[config.mk]
export PLATFORM = sky130hd
export DESIGN_NAME = gray_rx
export DESIGN_NICKNAME = d
export VERILOG_FILES = /design/src/rtl/gray_rx.sv
export SDC_FILE = /design/constraint.sdc
export NUM_CORES = 1
export LEC_CHECK = 0
export CORE_MARGIN = 3
export CORE_UTILIZATION = 40
export DETAILED_ROUTE_END_ITERATION = 16
export DONT_BUFFER_PORTS = 1
export PLACE_DENSITY_LB_ADDON = 0.25
export SETUP_SLACK_MARGIN = 0.3
export SLEW_MARGIN = 20
export SYNTH_ARGS = -nofsm -noshare
export SYNTH_HDL_FRONTEND = slang
export SYNTH_SLANG_ARGS = --single-unit
[constraint.sdc]
create_clock -name clk -period 4 [get_ports clk]
set_input_delay 1.2 -clock clk [delete_from_list [all_inputs] [get_ports clk]]
set_output_delay 1.2 -clock clk [all_outputs]
set_load 0.02 [all_outputs]
[src/rtl/gray_rx.sv]
// -----------------------------------------------------------------------------
// gray_rx -- receive side of the gray counter link.
//
// Samples a WIDTH-bit gray-coded count, decodes it to binary, classifies every
// change against the last accepted value as a legal +1 / -1 step or an illegal
// jump, and keeps a saturating tally of illegal jumps.
//
// Configuration macro:
//   GRAY_SYNC_EN  defined   : gray_in and en pass through a 2-flop synchronizer
//                             before the capture stage (gray_in -> outputs
//                             latency 4 edges). Use when gray_in comes from
//                             another clock domain.
//                 undefined : gray_in feeds the capture stage directly
//                             (latency 2 edges). Same-domain use only.
//
// Parameters: the counter modulus is a power of two, at least 4, and sets
// WIDTH = $clog2 of the modulus; ERR_W is the width of err_cnt.
//
// Ports:
//   clk       in   1      system clock, rising edge
//   rst       in   1      synchronous reset, active-high
//   en        in   1      sample enable; 0 = hold all state, no pulses
//   gray_in   in   WIDTH  gray-coded count from the transmitter
//   bin_out   out  WIDTH  decoded binary of the last accepted sample
//   valid     out  1      1-cycle pulse: legal step accepted
//   dir       out  1      direction of last legal step (1 = up, 0 = down)
//   step_err  out  1      1-cycle pulse: illegal change detected
//   err_cnt   out  ERR_W  saturating count of illegal changes
//   locked    out  1      1 once a first sample has been taken since reset
// -----------------------------------------------------------------------------
module gray_rx #(
  parameter int MOD   = 16,
  parameter int ERR_W = 8,
  localparam int WIDTH = $clog2(MOD)
) (
  input  logic             clk,
  input  logic             rst,
  input  logic             en,
  input  logic [WIDTH-1:0] gray_in,
  output logic [WIDTH-1:0] bin_out,
  output logic             valid,
  output logic             dir,
  output logic             step_err,
  output logic [ERR_W-1:0] err_cnt,
  output logic             locked
);

  localparam logic [WIDTH-1:0] DIFF_UP  = WIDTH'(1);
  localparam logic [WIDTH-1:0] DIFF_DN  = WIDTH'(MOD - 1);
  localparam logic [ERR_W-1:0] ERR_MAX  = '1;

  typedef enum logic {
    UNLOCKED = 1'b0,
    LOCKED   = 1'b1
  } state_t;

  // ---------------------------------------------------------------------------
  // Optional input synchronizer. Gray coding guarantees at most one bit changes
  // per step, so a per-bit 2-flop synchronizer yields either the old or the new
  // code, never a mixture. en is delayed by the same amount so it stays aligned
  // with the sample it qualifies.
  // ---------------------------------------------------------------------------
  logic [WIDTH-1:0] g_src;
  logic             en_src;

`ifdef GRAY_SYNC_EN
  logic [WIDTH-1:0] g_s1, g_s2;
  logic             en_s1, en_s2;

  always_ff @(posedge clk) begin
    if (rst) begin
      g_s1  <= '0;
      g_s2  <= '0;
      en_s1 <= 1'b0;
      en_s2 <= 1'b0;
    end else begin
      // NOTE: non-blocking assignments make every flop sample the pre-edge
      // value, so g_s2 takes the old g_s1 and the chain really is two stages.
      g_s1  <= gray_in;
      g_s2  <= g_s1;
      en_s1 <= en;
      en_s2 <= en_s1;
    end
  end

  assign g_src  = g_s2;
  assign en_src = en_s2;
`else
  assign g_src  = gray_in;
  assign en_src = en;
`endif

  // ---------------------------------------------------------------------------
  // Stage 1: capture. g_q only loads on an enabled sample; en_q marks the
  // following cycle as one in which stage 2 may act.
  // ---------------------------------------------------------------------------
  logic [WIDTH-1:0] g_q;
  logic             en_q;

  always_ff @(posedge clk) begin
    if (rst) begin
      g_q  <= '0;
      en_q <= 1'b0;
    end else begin
      en_q <= en_src;
      if (en_src) g_q <= g_src;
    end
  end

  // ---------------------------------------------------------------------------
  // Gray -> binary: each binary bit is the XOR of all gray bits at or above it.
  // ---------------------------------------------------------------------------
  function automatic logic [WIDTH-1:0] gray2bin(input logic [WIDTH-1:0] g);
    logic [WIDTH-1:0] b;
    b[WIDTH-1] = g[WIDTH-1];
    for (int i = WIDTH - 2; i >= 0; i--) b[i] = b[i+1] ^ g[i];
    return b;
  endfunction

  logic [WIDTH-1:0] dec;
  logic [WIDTH-1:0] diff;

  assign dec  = gray2bin(g_q);
  // Natural WIDTH-bit wrap makes MOD-1 -> 0 a +1 and 0 -> MOD-1 a -1.
  assign diff = dec - bin_out;

  // ---------------------------------------------------------------------------
  // Stage 2: lock / classify FSM.
  // ---------------------------------------------------------------------------
  state_t           state, state_nxt;
  logic [WIDTH-1:0] bin_nxt;
  logic             valid_nxt;
  logic             dir_nxt;
  logic             step_err_nxt;
  logic [ERR_W-1:0] err_nxt;
  logic             locked_nxt;

  always_ff @(posedge clk) begin
    if (rst) begin
      state    <= UNLOCKED;
      bin_out  <= '0;
      valid    <= 1'b0;
      dir      <= 1'b1;
      step_err <= 1'b0;
      err_cnt  <= '0;
      locked   <= 1'b0;
    end else begin
      state    <= state_nxt;
      bin_out  <= bin_nxt;
      valid    <= valid_nxt;
      dir      <= dir_nxt;
      step_err <= step_err_nxt;
      err_cnt  <= err_nxt;
      locked   <= locked_nxt;
    end
  end

  always_comb begin
    // NOTE: every output of this block gets a default before any branch, so
    // no path leaves a signal unassigned and no latch is inferred.
    state_nxt    = state;
    bin_nxt      = bin_out;
    valid_nxt    = 1'b0;
    dir_nxt      = dir;
    step_err_nxt = 1'b0;
    err_nxt      = err_cnt;
    locked_nxt   = locked;

    if (en_q) begin
      unique case (state)
        UNLOCKED: begin
          // First sample after reset has no predecessor: adopt it silently.
          bin_nxt    = dec;
          locked_nxt = 1'b1;
          state_nxt  = LOCKED;
        end
        LOCKED: begin
          if (diff == '0) begin
            // Same value re-sampled: nothing to report.
          end else if (diff == DIFF_UP) begin
            bin_nxt   = dec;
            valid_nxt = 1'b1;
            dir_nxt   = 1'b1;
          end else if (diff == DIFF_DN) begin
            bin_nxt   = dec;
            valid_nxt = 1'b1;
            dir_nxt   = 1'b0;
          end else begin
            // Illegal jump: resync to the new value so one glitch produces one
            // error rather than a stream of them.
            bin_nxt      = dec;
            step_err_nxt = 1'b1;
            if (err_cnt != ERR_MAX) err_nxt = err_cnt + 1'b1;
          end
        end
        default: state_nxt = UNLOCKED;
      endcase
    end
  end

endmodule

==> results.toml <==
[pwr]
total_power_uw = 510
power-per-cell-area_nw_per_um2 = 419
leakagePower_nw = 0.474
vdd_drop_max_uv = 252

[synth]
synth_area_leaders = "dfxtp_1 (39%), mux2i_1 (6.1%), nor2_1 (4.6%)"
yosysTopAreaCell = "dfxtp_1"
synth_warnings = 0
syn_inst = 122
synth-seq-cells = 22
synth_nets = 134
avgSynthCellArea_um2 = 9.37
synth.cell_area_um2 = 1140
synthDistinctLibCells = 36
netlist.area_leader.share_pct = 38.5
ys_seq_area_share_pct = 38.5

[die]
num_rows = 18
coreArea_um2 = 2590
initial_core_util_pct = 44.2
die_area_um2 = 3540
io_pins = 23
die_h_um = 59.5
dieWidth_um = 59.5

[drt]
wl_um = 2160
drc = 0
num_vias = 896
detail-route-antenna-nets = 0
wl_per_cell_um = 14.3
first_pass_iters = 4
avgViaCountPerCell = 5.93
drt_iter0_drc = 42

[worst_setup_path]
r2r_slack_ns = 0.57
endpoint = "err_cnt[0]"
critPathMaxFanout = 13
reg2reg_depth = 10
crit_start = "g_q[3]"
reg2reg_from = "g_q[3]"
worstPathArrival_ns = 3.64
end_kind = "register"
critPathLaunchType = "register"
crit_type = "reg2reg"
required_ns = 4.21
r2r_end = "err_cnt[0]"

[run_status]
outcome = "finished clean"

[global_routing]
grt_use_total_pct = 13.1
grt.met3_usage_pct = 5.01
busiest_layer = "met2"
grt_pass1_vias = 805
met2_usage_pct = 19.2
gr-usage-met1_pct = 17.9
grt-ovfl-total = 0
grt_start_max_net_pins = 24
antenna_found_initial = 0
grt_pass1_wl_um = 3570

[timing]
min_period_ns = 3.43
finalHoldViolCount = 0
period_share_pct = 85.8
rsz0062_at_grt = "false"
finalSetupViolations = 0
tightestPinTransition_ns = 0.686
slew_headroom_pct = 54.0
fmax_ghz = 0.291
slew_violations = 0
fin_worst_skew_ns = 0.00553
setup_tns_ns = 0

[layout]
antennaDiodeCount = 0
mostFrequentLayoutCells = "dfxtp_1 (22), nor2_1 (14), a21oi_1 (8)"
drive_gt1_share_pct = 9.92
nets = 134
syn_to_final_growth_pct = 6.46
layout_commonest_cell = "dfxtp_1"

[clock_tree]
cts-root-buf = "clkbuf_4"
clockBufferDepth = 2
clk_latency_ns = 0.31
post_cts_buffers = 0
clkTransAtPathRegs_ns = 0.13
cts.sinks = 22
holdBufCountCts = 0
h-tree-depth = 1
cts_tree = "done"
cts_buffers = 3

[place]
hpwlAfterDp_um = 1610
place.gp.congestion = 0.785
portBuffers = 0

[job]
maxCapViolCount = 0

[worst_hold_path]
hold_class = "reg2reg"
[worst max-delay path: stages, from the launching register on]
cell     delay (ns)
dfxtp_1        0.42
xor2_1         0.30
xnor2_1        0.23
inv_1          0.14
xnor2_1        0.17
ha_1           0.22
fa_1           0.43
xnor2_1        0.58
o41ai_4        0.22
nor3b_2        0.28
mux2_1         0.35
[kinds of logic (layout without fill, tap and decap cells)]
| family | count (synthesis) | in the layout | share of synthesized area [%] |
|---|---|---|---|
| and+or+nand+nor | 46 | 46 | 21.4 |
| AOI/OAI and AO/OA | 22 | 22 | 16.5 |
| xor gates and xnor gates | 6 | 6 | 4.60 |
| muxes | 9 | 9 | 8.10 |
| adders and majority gates | 5 | 5 | 6.13 |
| DFF | 22 | 22 | 38.5 |
| buffers and inverters | 12 | 11 | 4.70 |
[where the power goes]
| group | switching, mW | internal [mW] | leakage [nW] |
|---|---|---|---|
| Combinational | 0.0634 | 0.0365 | 0.267 |
| Sequential | 0.0127 | 0.227 | 0.179 |
| Clock | 0.0688 | 0.101 | 0.0279 |
[final cells by class]
type | instances | area (µm²)
Fill cell | 253 | 1370
Clock buffer | 3 | 22.5
Sequential cell | 22 | 440
Multi-Input combinational cell | 88 | 661
Tap cell | 30 | 37.5
Inverter | 7 | 26.3
Clock inverter | 1 | 30.0
[synth_stat cells, drive strengths merged]
cell	n
dfxtp	22
nor2	14
a21oi	9
inv	7
mux2i	7
nand2	7
o31ai	5
or4	5
and3	4
ha	4
nor3	4
xnor2	4
buf	3
nand3	3
nand4	3
nor2b	3
o41ai	3
clkbuf	2
mux2	2
xor2	2
a2111oi	1
a211oi	1
a31o	1
fa	1
nand3b	1
nor3b	1
o211a	1
o211ai	1
or3	1
[registers in the layout (all words and copies together), names as in the netlist]
name	cells
en_q	1
step_err	1
dir	1
valid	1
state	1
g_q	4
locked	1
bin_out	4
err_cnt	8
[metal layers]
| metal | vias up | share of wire, % |
|---|---|---|
| met1 | 435 | 47 |
| met3 | 2 | 5.7 |
| met4 | 0 | 0.65 |
| met5 | - | 0 |
| met2 | 18 | 46 |
| li1 | 441 | - |
[worst min-delay path by stage]
stage               startpoint     end  slack (ns)  cells past startpoint
floorplan               g_q[2]  g_q[2]        0.48                      2
global placement        g_q[2]  g_q[2]        0.51                      2
detailed placement      g_q[2]  g_q[2]        0.51                      2
CTS                     g_q[2]  g_q[2]        0.54                      2
global route            g_q[2]  g_q[2]        0.58                      2
finish                  g_q[2]  g_q[2]        0.53                      2
[metrics by stage]
step | hold slack [ns] | area [µm²] | util [%] | instances | setup slack [ns]
2_1_floorplan | 0.480 | 1140 | - | 122 | 0.945
3_3_place_gp | 0.509 | 1150 | 44.5 | 147 | 0.555
3_5_place_dp | 0.511 | 1150 | 44.5 | 147 | 0.352
4_1_cts | 0.538 | 1210 | 46.6 | 151 | 0.320
5_1_grt | 0.579 | 1220 | 47.0 | 151 | 0.329
6_report | 0.534 | 1220 | 47.0 | 151 | 0.568
[what timing repair did]
action,in CTS,in global routing
endpoints found under the hold margin,0,0
resized for setup,0,1
endpoints found under the setup margin,0,8
(Power assumes the default switching activity.)
